[src/rtl/conv3x3_mac_sequencer.sv]
// rtl/conv3x3_mac_sequencer.sv - 3x3 convolution sequencer driving a shared 3-lane MAC
//
// Ports:
//   clk, reset          rising-edge clock, asynchronous active-high reset
//   start, kernel       frame start (sampled in IDLE) and 9 x 8-bit weights, latched on start
//   busy, done          frame in progress / one-cycle completion pulse
//   rd_en, rd_addr      pixel memory read request (row*IMG_W + col)
//   rd_data             read data, valid the cycle after rd_en
//   mac_reset           MAC accumulator clear
//   mac_data            pixel lanes {col2, col1, col0}
//   mac_weight          weight lanes for the current kernel row
//   mac_result          MAC accumulator value
//   out_valid/out_ready output handshake
//   out_pixel           saturated (out_raw >> SHIFT)
//   out_raw             captured MAC sum
//   out_x, out_y        top-left corner of the window being delivered
module conv3x3_mac_sequencer #(
  parameter int IMG_W  = 8,
  parameter int IMG_H  = 8,
  parameter int ADDR_W = 16,
  parameter int SHIFT  = 4
) (
  input  logic              clk,
  input  logic              reset,
  input  logic              start,
  input  logic [71:0]       kernel,
  output logic              busy,
  output logic              done,
  output logic              rd_en,
  output logic [ADDR_W-1:0] rd_addr,
  input  logic [7:0]        rd_data,
  output logic              mac_reset,
  output logic [23:0]       mac_data,
  output logic [23:0]       mac_weight,
  input  logic [15:0]       mac_result,
  output logic              out_valid,
  input  logic              out_ready,
  output logic [7:0]        out_pixel,
  output logic [15:0]       out_raw,
  output logic [ADDR_W-1:0] out_x,
  output logic [ADDR_W-1:0] out_y
);

  typedef enum logic [2:0] {
    S_IDLE,
    S_F0,
    S_F1,
    S_F2,
    S_LAND,
    S_ISSUE,
    S_OUT,
    S_DONE
  } state_t;

  localparam logic [ADDR_W-1:0] IMG_W_A = ADDR_W'(IMG_W);
  localparam logic [ADDR_W-1:0] X_LAST  = ADDR_W'(IMG_W - 3);
  localparam logic [ADDR_W-1:0] Y_LAST  = ADDR_W'(IMG_H - 3);

  state_t            state_q, state_d;
  logic [71:0]       kernel_q, kernel_d;
  logic [ADDR_W-1:0] x_q, x_d;
  logic [ADDR_W-1:0] y_q, y_d;
  logic [1:0]        r_q, r_d;
  logic [7:0]        lane0_q, lane0_d;
  logic [7:0]        lane1_q, lane1_d;
  logic [7:0]        lane2_q, lane2_d;
  logic              busy_q, busy_d;
  logic              done_q, done_d;
  logic              rd_en_q, rd_en_d;
  logic [ADDR_W-1:0] rd_addr_q, rd_addr_d;
  logic              mac_reset_q, mac_reset_d;
  logic              out_valid_q, out_valid_d;
  logic [15:0]       out_raw_q, out_raw_d;
  logic [7:0]        out_pixel_q, out_pixel_d;

  logic [15:0]       scaled;
  logic [ADDR_W-1:0] col_d;

  assign scaled = mac_result >> SHIFT;

  always_comb begin
    state_d     = state_q;
    kernel_d    = kernel_q;
    x_d         = x_q;
    y_d         = y_q;
    r_d         = r_q;
    lane0_d     = lane0_q;
    lane1_d     = lane1_q;
    lane2_d     = lane2_q;
    out_raw_d   = out_raw_q;
    out_pixel_d = out_pixel_q;

    // Read data trails rd_en by one cycle, so each column lands one state later.
    if (state_q == S_F1)   lane0_d = rd_data;
    if (state_q == S_F2)   lane1_d = rd_data;
    if (state_q == S_LAND) lane2_d = rd_data;

    case (state_q)
      S_IDLE: begin
        if (start) begin
          kernel_d = kernel;
          x_d      = '0;
          y_d      = '0;
          r_d      = 2'd0;
          state_d  = S_F0;
        end
      end
      S_F0:   state_d = S_F1;
      S_F1:   state_d = S_F2;
      S_F2:   state_d = S_LAND;
      S_LAND: state_d = S_ISSUE;
      S_ISSUE: begin
        if (r_q == 2'd2) begin
          // The MAC added the last row on the falling edge inside ISSUE.
          out_raw_d   = mac_result;
          out_pixel_d = (scaled > 16'd255) ? 8'hFF : scaled[7:0];
          state_d     = S_OUT;
        end else begin
          r_d     = r_q + 2'd1;
          state_d = S_F0;
        end
      end
      S_OUT: begin
        if (out_ready) begin
          r_d = 2'd0;
          if (x_q < X_LAST) begin
            x_d     = x_q + 1'b1;
            state_d = S_F0;
          end else if (y_q < Y_LAST) begin
            x_d     = '0;
            y_d     = y_q + 1'b1;
            state_d = S_F0;
          end else begin
            state_d = S_DONE;
          end
        end
      end
      S_DONE:  state_d = S_IDLE;
      default: state_d = S_IDLE;
    endcase

    // Registered outputs are decoded from the state being entered so they
    // line up with that state for its whole cycle.
    busy_d      = (state_d != S_IDLE) && (state_d != S_DONE);
    done_d      = (state_d == S_DONE);
    out_valid_d = (state_d == S_OUT);
    mac_reset_d = !(state_d inside {S_F0, S_F1, S_F2, S_LAND, S_ISSUE});
    rd_en_d     = state_d inside {S_F0, S_F1, S_F2};

    case (state_d)
      S_F1:    col_d = ADDR_W'(1);
      S_F2:    col_d = ADDR_W'(2);
      default: col_d = '0;
    endcase

    if (rd_en_d) begin
      rd_addr_d = (y_d + {{(ADDR_W-2){1'b0}}, r_d}) * IMG_W_A + x_d + col_d;
    end else begin
      rd_addr_d = rd_addr_q;
    end
  end

  always_ff @(posedge clk or posedge reset) begin
    if (reset) begin
      state_q     <= S_IDLE;
      kernel_q    <= '0;
      x_q         <= '0;
      y_q         <= '0;
      r_q         <= 2'd0;
      lane0_q     <= '0;
      lane1_q     <= '0;
      lane2_q     <= '0;
      busy_q      <= 1'b0;
      done_q      <= 1'b0;
      rd_en_q     <= 1'b0;
      rd_addr_q   <= '0;
      mac_reset_q <= 1'b1;
      out_valid_q <= 1'b0;
      out_raw_q   <= '0;
      out_pixel_q <= '0;
    end else begin
      state_q     <= state_d;
      kernel_q    <= kernel_d;
      x_q         <= x_d;
      y_q         <= y_d;
      r_q         <= r_d;
      lane0_q     <= lane0_d;
      lane1_q     <= lane1_d;
      lane2_q     <= lane2_d;
      busy_q      <= busy_d;
      done_q      <= done_d;
      rd_en_q     <= rd_en_d;
      rd_addr_q   <= rd_addr_d;
      mac_reset_q <= mac_reset_d;
      out_valid_q <= out_valid_d;
      out_raw_q   <= out_raw_d;
      out_pixel_q <= out_pixel_d;
    end
  end

  // The MAC accumulates on every falling edge it is not cleared, so the lanes
  // are forced to zero outside ISSUE.
  assign mac_data = (state_q == S_ISSUE) ? {lane2_q, lane1_q, lane0_q} : 24'd0;

  always_comb begin
    mac_weight = 24'd0;
    if (state_q == S_ISSUE) begin
      case (r_q)
        2'd0:    mac_weight = kernel_q[23:0];
        2'd1:    mac_weight = kernel_q[47:24];
        2'd2:    mac_weight = kernel_q[71:48];
        default: mac_weight = 24'd0;
      endcase
    end
  end

  assign busy      = busy_q;
  assign done      = done_q;
  assign rd_en     = rd_en_q;
  assign rd_addr   = rd_addr_q;
  assign mac_reset = mac_reset_q;
  assign out_valid = out_valid_q;
  assign out_raw   = out_raw_q;
  assign out_pixel = out_pixel_q;
  assign out_x     = x_q;
  assign out_y     = y_q;

endmodule

[config.mk]
export PLATFORM = sky130hd
export DESIGN_NAME = conv3x3_mac_sequencer
export DESIGN_NICKNAME = d
export VERILOG_FILES = /design/src/rtl/conv3x3_mac_sequencer.sv
export SDC_FILE = /design/constraint.sdc
export NUM_CORES = 1
export LEC_CHECK = 0
export BUFFER_PORTS_ARGS = -buffer_cell sky130_fd_sc_hd__buf_2
export CAP_MARGIN = 20
export CORE_MARGIN = 8
export CORE_UTILIZATION = 53
export CTS_BUF_LIST = sky130_fd_sc_hd__clkbuf_4 sky130_fd_sc_hd__clkbuf_8 sky130_fd_sc_hd__clkbuf_16
export DETAILED_ROUTE_END_ITERATION = 8
export GPL_TIMING_DRIVEN = 1
export PLACE_DENSITY = 0.92
export SLEW_MARGIN = 20
export SYNTH_ARGS = -nofsm -noshare
export SYNTH_HDL_FRONTEND = slang
export SYNTH_SLANG_ARGS = --single-unit
[constraint.sdc]
create_clock -name clk -period 7 [get_ports clk]
set_input_delay 0.35 -clock clk [delete_from_list [all_inputs] [get_ports clk]]
set_output_delay 0.35 -clock clk [all_outputs]
set_load 0.02 [all_outputs]
# Word-level counts from Yosys, hierarchy flattened
# Cells that the tools add are included.
totals:
  regBits: 178
  input_bits: 100
  output_inout_bits: 125
  elab_cells: 76
classes:
  add_sub_neg: 6
  n_lt_le_gt_ge: 3
  n_eq_ne: 17
  muxes: 25
  n_reduce_logical: 9
ops:
  columns: ["cell", "n"]
  rows:
  - ["2-to-1 mux 16 bit", 8]
  - ["one-hot mux 24 bit (3 select lines)", 1]
  - ["one-hot mux 16 bit (2 select lines)", 2]
  - ["2-to-1 mux 24 bit", 2]
  - ["adder 16 x 1 -> 16 bit, second input constant", 2]
  - ["adder 16 bit", 2]
  - ["less-than comparator 16 x 3 -> 1 bit, second input constant", 2]
  - ["equality test 3 bit, second input constant", 8]
  - ["one-hot mux 3 bit (8 select lines)", 1]
  - ["2-to-1 mux 3 bit", 5]
  - ["adder 13 x 2 -> 13 bit", 1]
  - ["equality test 3 x 2 -> 1 bit, second input constant", 4]
  - ["greater-than comparator 12 x 8 -> 1 bit, second input constant", 1]
  - ["2-to-1 mux 8 bit", 1]
  - ["equality test 3 x 1 -> 1 bit, second input constant", 2]
  - ["2-to-1 mux 2 bit", 3]
  - ["one-hot mux 2 bit (3 select lines)", 1]
  - ["nonzero test 3 bit", 2]
  - ["nonzero test 5 bit", 1]
  - ["one-hot mux 2 bit (2 select lines)", 1]
  - ["AND reduction 2 bit", 2]
  - ["logical NOT 3 bit", 1]
  - ["!= test 3 bit, second input constant", 1]
  - ["adder 2 x 1 -> 2 bit, second input constant", 1]
  - ["other kinds (5)", 5]

# Longest topological paths before layout
depth:
  ltp_word: 8
  depth_mapped: 24
  ltp_nobuf: 23

# Worst setup path before layout
# Ideal clock, no wire load.
synth_path:
  kind: "register to register"
  start: "register y_q[12] (netlist: out_y[12])"
  end: "register rd_addr_q[14] (netlist: rd_addr[14])"
  setup_time_ns: 0.120
  arrival_time_ns: 4.545
  t_required_ns: 6.880
  path_slack_ns: 2.335
  path_stages_with_launch: 22
  n_path_buf: 2
  period_less_slack_ns: 4.665
  path_cell_list: "dfrtp_1 or4_1 nor4_2 and3_1 buf_4 nand3_1 clkbuf_1 nand3_1 o21ai_0 ha_1 fa_1 xor2_1 ha_1 o21a_1 o21ai_0 nand2b_1 nand2_1 a31o_1 a31oi_1 o21a_1 or3_1 a31o_1"
synth_between:
  elab_chain_cells: 8
  elab_cells_between_ends: 21
  cone_classes: "3 x add/sub; 1 x order compare; 3 x eq/ne; 13 x mux; 1 x reduce/logical"
synth_rtl:
  columns: ["element", "line_no", "text"]
  rows:
  - ["start, declared", "62", "logic [ADDR_W-1:0] y_q, y_d;"]
  - ["start signal, assigned", "185", "y_q <= y_d;"]
  - ["less-than comparator 16 x 3 -> 1 bit", "129", "end else if (y_q < Y_LAST) begin"]
  - ["2-to-1 mux 16 bit", "129", null]
  - ["2-to-1 mux 16 bit", "126", "if (x_q < X_LAST) begin"]
  - ["2-to-1 mux 16 bit", "124", "if (out_ready) begin"]
  - ["one-hot mux 16 bit (2 select lines)", "98", "case (state_q)"]
  - ["net y_d[0]", "62", null]
  - ["adder 13 x 2 -> 13 bit", "157", "rd_addr_d = (y_d + {{(ADDR_W-2){1'b0}}, r_d}) * IMG_W_A + x_d + col_d;"]
  - ["adder 16 bit (2 in a row)", "157", null]
  - ["end signal, assigned", "193", "rd_addr_q <= rd_addr_d;"]
  - ["end, declared", "70", "logic [ADDR_W-1:0] rd_addr_q, rd_addr_d;"]
# The timed path passes the listed nets, and every way through them passes these cells.
# A chain may end at the register's enable or synchronous reset.

# Worst setup path after layout
# Same ends and word-level chain as after synthesis.

==> run_results.csv <==
group,metric,value,unit
run_status,status,"finished clean",
placement,dp.cells,1264,
routing,postRouteAntennaNets,0,
finish,final_nets,1193,
run,drv_cap,0,
floorplan,dieArea,0.0204,sq mm
routing,drtIter0Drc,552,
worst_setup_path,start_kind,"flip-flop",
finish,syn2layout_area_growth,21.2,%
clock_tree,htreeDepth,4,
sta,maxSlewHeadroom,0.276,
placement,port_buffers,224,
worst_setup_path,required,7.31,ns
placement,gp_congestion,0.927,
floorplan,die_width,143,microns
worst_setup_path,critPathMaxStageDelay,0.53,ns
routing,drt_first_pass_iters,7,
logic_synthesis,synth_cells,869,
grt,grt_max_degree,117,
sta,period_minus_slack,5.19,ns
worst_setup_path,crit_family,"simple AND/OR/NAND/NOR gates",
worst_setup_path,crit_fanout,14,
power,cellPowerDensity,386,mW/mm^2
logic_synthesis,synthesis.nets,995,
finish,regArea,0.00446,sq mm
finish,layout_common_cells,"nand2_1, buf_2, dfrtp_1",
logic_synthesis,yosysWarnings,0,
logic_synthesis,synth.avg_cell_area,9.81,sq um
logic_synthesis,synthArstFlopShare,1.00,
logic_synthesis,synth_edf_count,0,
finish,stdcell_count,1297,
routing,post_drt_wl_per_cell,17.9,microns
power,swShare,0.373,
floorplan,die_h,143,microns
clock_tree,numCtsBuffers,17,
grt,grt_pass1_vias,7384,
placement,dp_hpwl,16.7,mm
logic_synthesis,synth_seq_cells,178,
clock_tree,cts_setup_buffers,0,
clock_tree,ctsResizeCount,0,
routing,vias,7235,
power,leakagePower,5.56,nW
worst_setup_path,critPathArrivalTime,5.49,ns
finish,drive_gt1_frac,0.301,
finish,multiInputGateArea,0.00377,sq mm
sta,final.setup.tns,0,ns
sta,finalCritPeriodShare,0.741,
grt,antenna_found_initial,0,
worst_setup_path,worstPathCellList,"or4_1, nor4_2, and3_1, nand3_1, nand3_1, o21ai_0, ha_1, fa_1, xor2_1, ha_1, o21a_1, o21ai_0, nand2b_1, nand2_1, a31o_1, a31oi_1, o21a_1, or3_1, a31o_1",
power,power_frac_seq,0.409,
sta,finalMaxSlewViolations,0,
power,p_int,2.50,mW
power,clkPwrFrac,0.246,
finish,final_common_cell,"nand2_1",
logic_synthesis,yosysUniqueCellTypes,66,
power,ir_worst_vdd,0.260,mV
sta,worstMarginPinSlew,1.09,ns
floorplan,rows,46,
sta,fmax,193,MHz
clock_tree,clkSinkCount,178,
worst_hold_path,hold_class,"input pin to async pin",
logic_synthesis,synth_ff_type,"dfrtp_1",
grt,grt.overflow.total,0,
clock_tree,cts_tree,"built",
worst_setup_path,cp_num_buf_inv,0,
worst_setup_path,cpMaxStageDelayCell,"or4_1",
clock_tree,clock_path_buffers,2,
logic_synthesis,synth_area,0.00852,sq mm
clock_tree,clkLatencyLatePin,0.42,ns
clock_tree,root_buffer,"clkbuf_16",
worst_setup_path,path_class,"flip-flop to flip-flop",
power,switchingPower,1.49,mW
finish,nFillCells,1241,
floorplan,ios,225,
power,p_comb_frac,0.345,
floorplan,core_area,0.0158,sq mm
grt,grt_pass1_wl,36.6,mm
placement,dpl_worst_slack,1.85,ns
routing,wl,23.2,mm
sta,worst_slack,1.81,ns
clock_tree,cts_hold_buf,0,
logic_synthesis,ys_seq_area_frac,0.523,
sta,fin_skew,0.00915,ns
clock_tree,clkTransAtPathRegs,0.07,ns
routing,drc,0,
worst_setup_path,setup.worst_path.end_class,"flip-flop",
grt,grt_usage,0.227,
routing,viasPerCell,5.58,
floorplan,start_util,0.539,
sta,hold_viol,0,
sta,rsz0062_at_grt,"false",
finish,utilization,0.653,
power,finalPower,3.99,mW
sta,setup_viol,0,
-- cell type report --
cell class | instances | area share
repair buffers | 228 | 0.111
clock buffers | 20 | 0.0440
multi-input cells | 624 | 0.365
inverters | 18 | 0.00727
well taps | 216 | 0.0262
clock inverters | 12 | 0.0151
diodes | 1 | 0.000242
flip-flops and latches | 178 | 0.431
-- power groups by stage --
| stage | combinational (mW) | clock [mW] | sequential [mW] |
|---|---|---|---|
| final | 1.38 | 0.979 | 1.63 |
| after global routing | 1.53 | 1.04 | 1.68 |
| after CTS | 1.39 | 1.00 | 1.63 |
| after detailed placement | 1.39 | 0 | 1.63 |
| after global placement | 1.33 | 0 | 1.61 |
| after floorplan | 0.944 | 0 | 1.68 |
-- state kept, by name, summed over array words and instances (netlist names) --
name	cells
kernel_q	72
out_raw	16
out_x	16
out_y	16
rd_addr	16
lane0_q	8
lane1_q	8
lane2_q	8
out_pixel	8
state_q	3
r_q	2
busy	1
done	1
mac_reset	1
out_valid	1
rd_en	1
-- cells in the mapped netlist, types with 3 or more instances --
cell / n / area [sq um]
dfrtp_1: 177 / 4430
o211a_1: 3 / 30.0
nand4_1: 3 / 18.8
mux2_2: 40 / 450
o21ai_1: 6 / 30.0
xor2_1: 10 / 87.6
o21a_1: 4 / 30.0
and2_1: 37 / 231
ha_1: 24 / 300
nand2b_1: 6 / 37.5
or3_1: 3 / 18.8
xnor2_1: 12 / 105
inv_1: 18 / 67.6
nand2_1: 264 / 991
buf_4: 3 / 22.5
or4_1: 4 / 30.0
a31oi_1: 5 / 31.3
a21o_1: 3 / 22.5
a21oi_1: 15 / 75.1
a31o_1: 3 / 26.3
nor3_1: 10 / 50.1
buf_1: 3 / 11.3
and3_1: 14 / 87.6
clkbuf_1: 35 / 131
buf_6: 6 / 67.6
nor2_1: 52 / 195
a222oi_1: 24 / 240
o21ai_0: 26 / 130
nand3_1: 11 / 55.1
-- worst paths after layout --
| path | depth (start not counted) | start | slack, ns | endpoint |
|---|---|---|---|---|
| worst max register to register | 19 | out_y[12] | 1.81 | rd_addr[14] |
| min in group clk | 3 | kernel[13] | 0.12 | kernel_q[13] |
| worst min register to register | 2 | kernel_q[27] | 0.48 | kernel_q[27] |
| worst max-delay path | 19 | out_y[12] | 1.81 | rd_addr[14] |
| worst min-delay path | 2 | reset | 0.08 | out_raw[15] |
| max in group asynchronous | 3 | reset | 5.61 | out_x[12] |
-- worst register-to-register path, stage by stage (launching register included) --
cell and delay, ns:
dfrtp_1 0.41, or4_1 0.53, nor4_2 0.21, and3_1 0.33, nand3_1 0.42, nand3_1 0.23, o21ai_0 0.14, ha_1 0.25
fa_1 0.47, xor2_1 0.21, ha_1 0.37, o21a_1 0.19, o21ai_0 0.22, nand2b_1 0.08, nand2_1 0.07, a31o_1 0.13
a31oi_1 0.10, o21a_1 0.20, or3_1 0.30, a31o_1 0.23
-- metal layers --
metal / GRT usage / routed length [microns]
met5: 0 / 0
met1: 0.264 / 9110
met4: 0.107 / 712
met2: 0.383 / 11700
met3: 0.0618 / 1700
-- cells by family (layout without fill, tap and decap cells) --
logic type | Yosys count | count (layout) | share of synthesized area
other cells | 0 | 1 | 0
xor+xnor | 22 | 22 | 0.0226
flops | 178 | 178 | 0.523
buf+inv | 67 | 278 | 0.0364
simple gates | 422 | 422 | 0.222
mux | 43 | 43 | 0.0567
fa+ha+maj | 26 | 26 | 0.0399
compound gates | 111 | 111 | 0.0998
-- metrics by stage --
| stage | area [sq um] | hold slack (ns) |
|---|---|---|
| after detailed placement | 9710 | 0.462 |
| after global routing | 10300 | 0.105 |
| final | 10300 | 0.0815 |
| after floorplan | 8520 | 0.445 |
| after CTS | 10300 | 0.0953 |
| after global placement | 9710 | 0.457 |
Power figures use the tool's default switching activity.
